==> config.mk <==
export PLATFORM = sky130hd
export DESIGN_NAME = uart_transmitter
export DESIGN_NICKNAME = d
export VERILOG_FILES = /design/src/rtl/uart_transmitter.sv
export SDC_FILE = /design/constraint.sdc
export NUM_CORES = 1
export LEC_CHECK = 0
export ABC_AREA = 1
export CAP_MARGIN = 20
export CORE_AREA = 2 2 67 69
export CTS_BUF_LIST = sky130_fd_sc_hd__clkbuf_8
export DETAILED_ROUTE_END_ITERATION = 10
export DIE_AREA = 0 0 69 71
export GPL_ROUTABILITY_DRIVEN = 1
export GPL_TIMING_DRIVEN = 0
export PLACE_DENSITY = 0.68
export REMOVE_ABC_BUFFERS = 1
export SKIP_CTS_REPAIR_TIMING = 1
export SYNTH_ARGS = -nofsm -noshare
export SYNTH_HDL_FRONTEND = slang
export SYNTH_SLANG_ARGS = --single-unit
==> constraint.sdc <==
create_clock -name clk -period 1.75 [get_ports clk]
set_clock_uncertainty 0.15 [all_clocks]
set_input_delay 0.2625 -clock clk [delete_from_list [all_inputs] [get_ports clk]]
set_output_delay 0.2625 -clock clk [all_outputs]
set_load 0.005 [all_outputs]
==> src/rtl/uart_transmitter.sv <==
// UART transmitter: start bit, 5-8 data bits LSB first, optional parity, 1 or 2 stop bits.
// Define UART_TX_ODD_PARITY_EN for odd parity; even parity by default.
module uart_transmitter #(
  parameter int unsigned DATA_WIDTH = 8,
  parameter int unsigned CLK_FREQ   = 100_000_000,
  parameter int unsigned BAUD_RATE  = 9600
) (
  input  logic                  clk,
  input  logic                  rst,
  input  logic [DATA_WIDTH-1:0] data_in,
  input  logic                  start,
  input  logic                  parity_en,
  input  logic                  two_stop_bits,
  input  logic [1:0]            word_length,
  output logic                  tx,
  output logic                  tx_busy
);

  localparam int unsigned BAUD_DIV = CLK_FREQ / BAUD_RATE;
  localparam int unsigned CNT_W    = (BAUD_DIV > 1) ? $clog2(BAUD_DIV) : 1;
  localparam logic [CNT_W-1:0] CNT_MAX = CNT_W'(BAUD_DIV - 1);

  typedef enum logic [2:0] {
    S_IDLE, S_START, S_DATA, S_PARITY, S_STOP1, S_STOP2
  } state_t;

  state_t           state_q, state_d;
  logic [CNT_W-1:0] cnt_q, cnt_d;
  logic [2:0]       idx_q, idx_d;
  logic [7:0]       data_q, data_d;
  logic             par_en_q, par_en_d;
  logic             two_stop_q, two_stop_d;
  logic [1:0]       wl_q, wl_d;
  logic             tx_q, tx_d;
  logic             busy_q, busy_d;

  logic       bit_end;
  logic [2:0] last_idx;
  logic       par_bit;

  assign bit_end  = (cnt_q == CNT_MAX);
  assign last_idx = {1'b0, wl_q} + 3'd4;

  // Bits above the word length are cleared when latched, so parity is a plain reduction.
`ifdef UART_TX_ODD_PARITY_EN
  assign par_bit = ~^data_q;
`else
  assign par_bit = ^data_q;
`endif

  always_comb begin
    state_d    = state_q;
    cnt_d      = cnt_q;
    idx_d      = idx_q;
    data_d     = data_q;
    par_en_d   = par_en_q;
    two_stop_d = two_stop_q;
    wl_d       = wl_q;
    tx_d       = tx_q;
    busy_d     = busy_q;

    if (state_q != S_IDLE) begin
      cnt_d = bit_end ? '0 : cnt_q + 1'b1;
    end

    case (state_q)
      S_IDLE: begin
        tx_d   = 1'b1;
        busy_d = 1'b0;
        cnt_d  = '0;
        idx_d  = '0;
        if (start) begin
          data_d     = data_in[7:0] & (8'hFF >> (2'd3 - word_length));
          par_en_d   = parity_en;
          two_stop_d = two_stop_bits;
          wl_d       = word_length;
          state_d    = S_START;
          tx_d       = 1'b0;
          busy_d     = 1'b1;
        end
      end
      S_START: begin
        if (bit_end) begin
          state_d = S_DATA;
          idx_d   = '0;
          tx_d    = data_q[0];
        end
      end
      S_DATA: begin
        if (bit_end) begin
          if (idx_q == last_idx) begin
            if (par_en_q) begin
              state_d = S_PARITY;
              tx_d    = par_bit;
            end else begin
              state_d = S_STOP1;
              tx_d    = 1'b1;
            end
          end else begin
            idx_d = idx_q + 3'd1;
            tx_d  = data_q[idx_q + 3'd1];
          end
        end
      end
      S_PARITY: begin
        if (bit_end) begin
          state_d = S_STOP1;
          tx_d    = 1'b1;
        end
      end
      S_STOP1: begin
        tx_d = 1'b1;
        if (bit_end) begin
          if (two_stop_q) begin
            state_d = S_STOP2;
          end else begin
            state_d = S_IDLE;
            busy_d  = 1'b0;
          end
        end
      end
      S_STOP2: begin
        tx_d = 1'b1;
        if (bit_end) begin
          state_d = S_IDLE;
          busy_d  = 1'b0;
        end
      end
      default: begin
        state_d = S_IDLE;
        tx_d    = 1'b1;
        busy_d  = 1'b0;
      end
    endcase
  end

  always_ff @(posedge clk or posedge rst) begin
    if (rst) begin
      state_q    <= S_IDLE;
      cnt_q      <= '0;
      idx_q      <= '0;
      data_q     <= '0;
      par_en_q   <= 1'b0;
      two_stop_q <= 1'b0;
      wl_q       <= '0;
      tx_q       <= 1'b1;
      busy_q     <= 1'b0;
    end else begin
      state_q    <= state_d;
      cnt_q      <= cnt_d;
      idx_q      <= idx_d;
      data_q     <= data_d;
      par_en_q   <= par_en_d;
      two_stop_q <= two_stop_d;
      wl_q       <= wl_d;
      tx_q       <= tx_d;
      busy_q     <= busy_d;
    end
  end

  assign tx      = tx_q;
  assign tx_busy = busy_q;

endmodule

==> summary.txt <==
Outcome
  • Outcome: completed

Critical path
  • CP endpoint kind: flop
  • Crit path kind: flop to flop
  • Crit Reg-Reg Startpoint: cnt_q[1]
  • Crit path DAT: around 1.7 ns
  • CP Launch Type: flop
  • Setup crit start: cnt_q[1]
  • Critical path data required time: roughly 1.8 ns
  • Worst-path maximum fanout: 4

Clocking
  • Reg clk slew, reported paths: 0.07 ns
  • Clk Latency, worst-skew pair: around 0.28 ns
  • H-tree Lvls: 2
  • Total CTS buffers: 5
  • Clock Path Buffers: 2
  • CTS tree: built
  • Clock root cell: clkbuf_8
  • CTS sink cnt: 34

Place
  • Port Buf Inserts: 16
  • Hpwl dp: about 2.8 mm
  • Routability Congestion: 0.781

Logic synthesis
  • Syn Std Cell Area: ~0.0020 sq mm
  • Post-synth top cells: nand2_1 (92), dfrtp_1 (33), inv_1 (26), nor2_1 (18), nand3_1 (15)
  • Synth Register Bits: 34
  • EDFF count, synth: 0
  • Seq/Total Area, Yosys: between 40 and 50%
  • Mean area per synthesized cell: approximately 7.5 sq um
  • Syn. warnings: 0
  • Post-synth cell types: 32
  • Cell with the most instances after synthesis: nand2_1
  • Synth area leaders: dfrtp_1 (41%), nand2_1 (17%), inv_1 (4.9%)
  • Prevailing post-synth register cell: dfrtp_1
  • Post-synthesis async set-or-reset flop share: 100%
  • Area leader, netlist: dfrtp_1
  • Mapped Cells: roughly 270
  • Top-area cell type share of the netlist area: about two fifths

Floorplanning
  • Num rows: 24
  • Die Span X: 69 um
  • # IOs: 17
  • Die Y: about 71 um
  • Die area: around 0.005 sq mm
  • Initial Util: roughly 48%
  • Core area: 0.00420 sq mm

Drt
  • Total wire length: between 3 and 4 mm
  • Routed length per placed instance: around 11 um
  • Initial DRC count: around 120
  • Final ANT Viol Nets: 0
  • DRT Pass-1 Iters: 4
  • Post-route DRC: 0
  • Vias: approximately 1700
  • Via/cell ratio: slightly below 5

Timing
  • RSZ-0062 raised after global routing: no
  • Fin. Hold Viols: 0
  • Max-slew violations: 0
  • Tightest Pin Transition: 0.612 ns
  • Tmin final: 1.61 ns
  • Hold slack: 0.195 ns
  • Tcrit/Tclk final: between 90 and 100%
  • Slew headroom: 59.1%
  • Peak Freq: around 620 MHz
  • Final setup violation count: 0

Layout
  • Fillers: about 410
  • Reg area: ~850 sq um
  • P&R area growth vs syn: 20.5%
  • Diode count: 0
  • Share of layout cells above drive strength 1: between 10% and 20%
  • Fin util: about 57%
  • Multi-input gate area: 0.00103 sq mm
  • Layout Nets: ~310

Power
  • Total power: 1.52 mW
  • Leak: between 1 and 1.5 nW
  • Max IR drop VDD: ~500 uV
  • Power Density: ~630 mW/mm^2

GRT
  • Initial antenna violation count: 0
  • First-pass GRT wire length: roughly 7 mm
  • Gr ovfl total: 0
  • Vias in the first global route: 1610
  • GRT Total Usage: between 15 and 20%
  • Largest net degree at the start of global routing: 22

Run
  • MaxCap Viol Count: 0

Worst hold path
  • Class of the worst hold path: input port to async pin
registers in the layout, summed over array words and instances (netlist names), 2 cells and up:
signal / flops
cnt_q: 14
data_q: 8
idx_q: 3
state_q: 3
wl_q: 2
placed cells by master (no fill, tap or decap), types with 2 or more instances in the layout:
master	instances
a21oi_1	7
buf_4	4
clkbuf_8	6
clkdlybuf4s50_1	15
clkinv_1	2
dfrtp_1	33
inv_1	27
inv_2	8
nand2_1	92
nand2_2	6
nand3_1	15
nand3_2	3
nand4_1	3
nor2_1	17
nor2_2	4
nor2_4	3
nor3_1	4
nor3_2	3
nor4_1	2
o21ai_0	7
o21ai_1	5
xnor2_1	5
xor2_1	5
layout make-up:
type | instances | area share, %
Multi-Input combinational cell | 193 | 42.7
Tap cell | 52 | 2.69
Clock inverter | 2 | 0.363
Clock buffer | 6 | 3.42
Sequential cell | 34 | 35.3
Inverter | 36 | 5.59
Timing Repair Buffer | 22 | 9.94
final timing paths:
path,endpoint,slack (ns),cells after the start
setup / recovery,state_q[0],0.14,9
hold / removal,wl_q[1],0.19,2
setup reg to reg,state_q[0],0.14,9
hold reg to reg,two_stop_q,0.34,2
max in group asynchronous,tx,0.66,3
min in group clk,two_stop_q,0.34,2
kinds of logic after synthesis:
family,after synthesis,synth area share [%]
DFF,34,42.5
buffers and inverters,39,7.49
adders and majority gates,2,1.25
and+or+nand+nor,157,37.0
xor gates and xnor gates,10,4.37
AOI/OAI and AO/OA,24,7.37
report_power, final:
group | total, mW | switching [mW] | internal [mW]
sequential | 0.815 | 0.0155 | 0.800
clock | 0.593 | 0.282 | 0.311
combinational | 0.112 | 0.0531 | 0.0592
total | 1.52 | 0.350 | 1.17
routing by layer:
| layer | vias up | global-route usage, % | routed length [um] |
|---|---|---|---|
| li1 | 893 | - | - |
| met1 | 764 | 21.2 | 1670 |
| met2 | 26 | 30.0 | 1930 |
| met3 | 6 | 4.27 | 124 |
| met4 | 0 | 5.88 | 62 |
| met5 | - | 0 | 0 |
worst max-delay path, stage by stage (launching register included):
cell     delay (ns)
dfrtp_1        0.37
ha_2           0.23
nand3_4        0.11
nor2_2         0.13
nand2_2        0.11
nand3_2        0.13
nand2_1        0.09
nor2_4         0.10
nand2_1        0.06
nand2_1        0.07
per-stage QoR:
step	cell area (sq um)	TNS, ns	std cells	setup slack [ns]
floorplan	1990	0	263	0.264
global placement	2210	-7.45	331	-0.227
detailed placement	2240	0	332	0.0424
CTS	2330	0	340	0.00175
global route	2420	0	345	0.0119
finish	2420	0	345	0.137
Power figures use the tool's default switching activity.
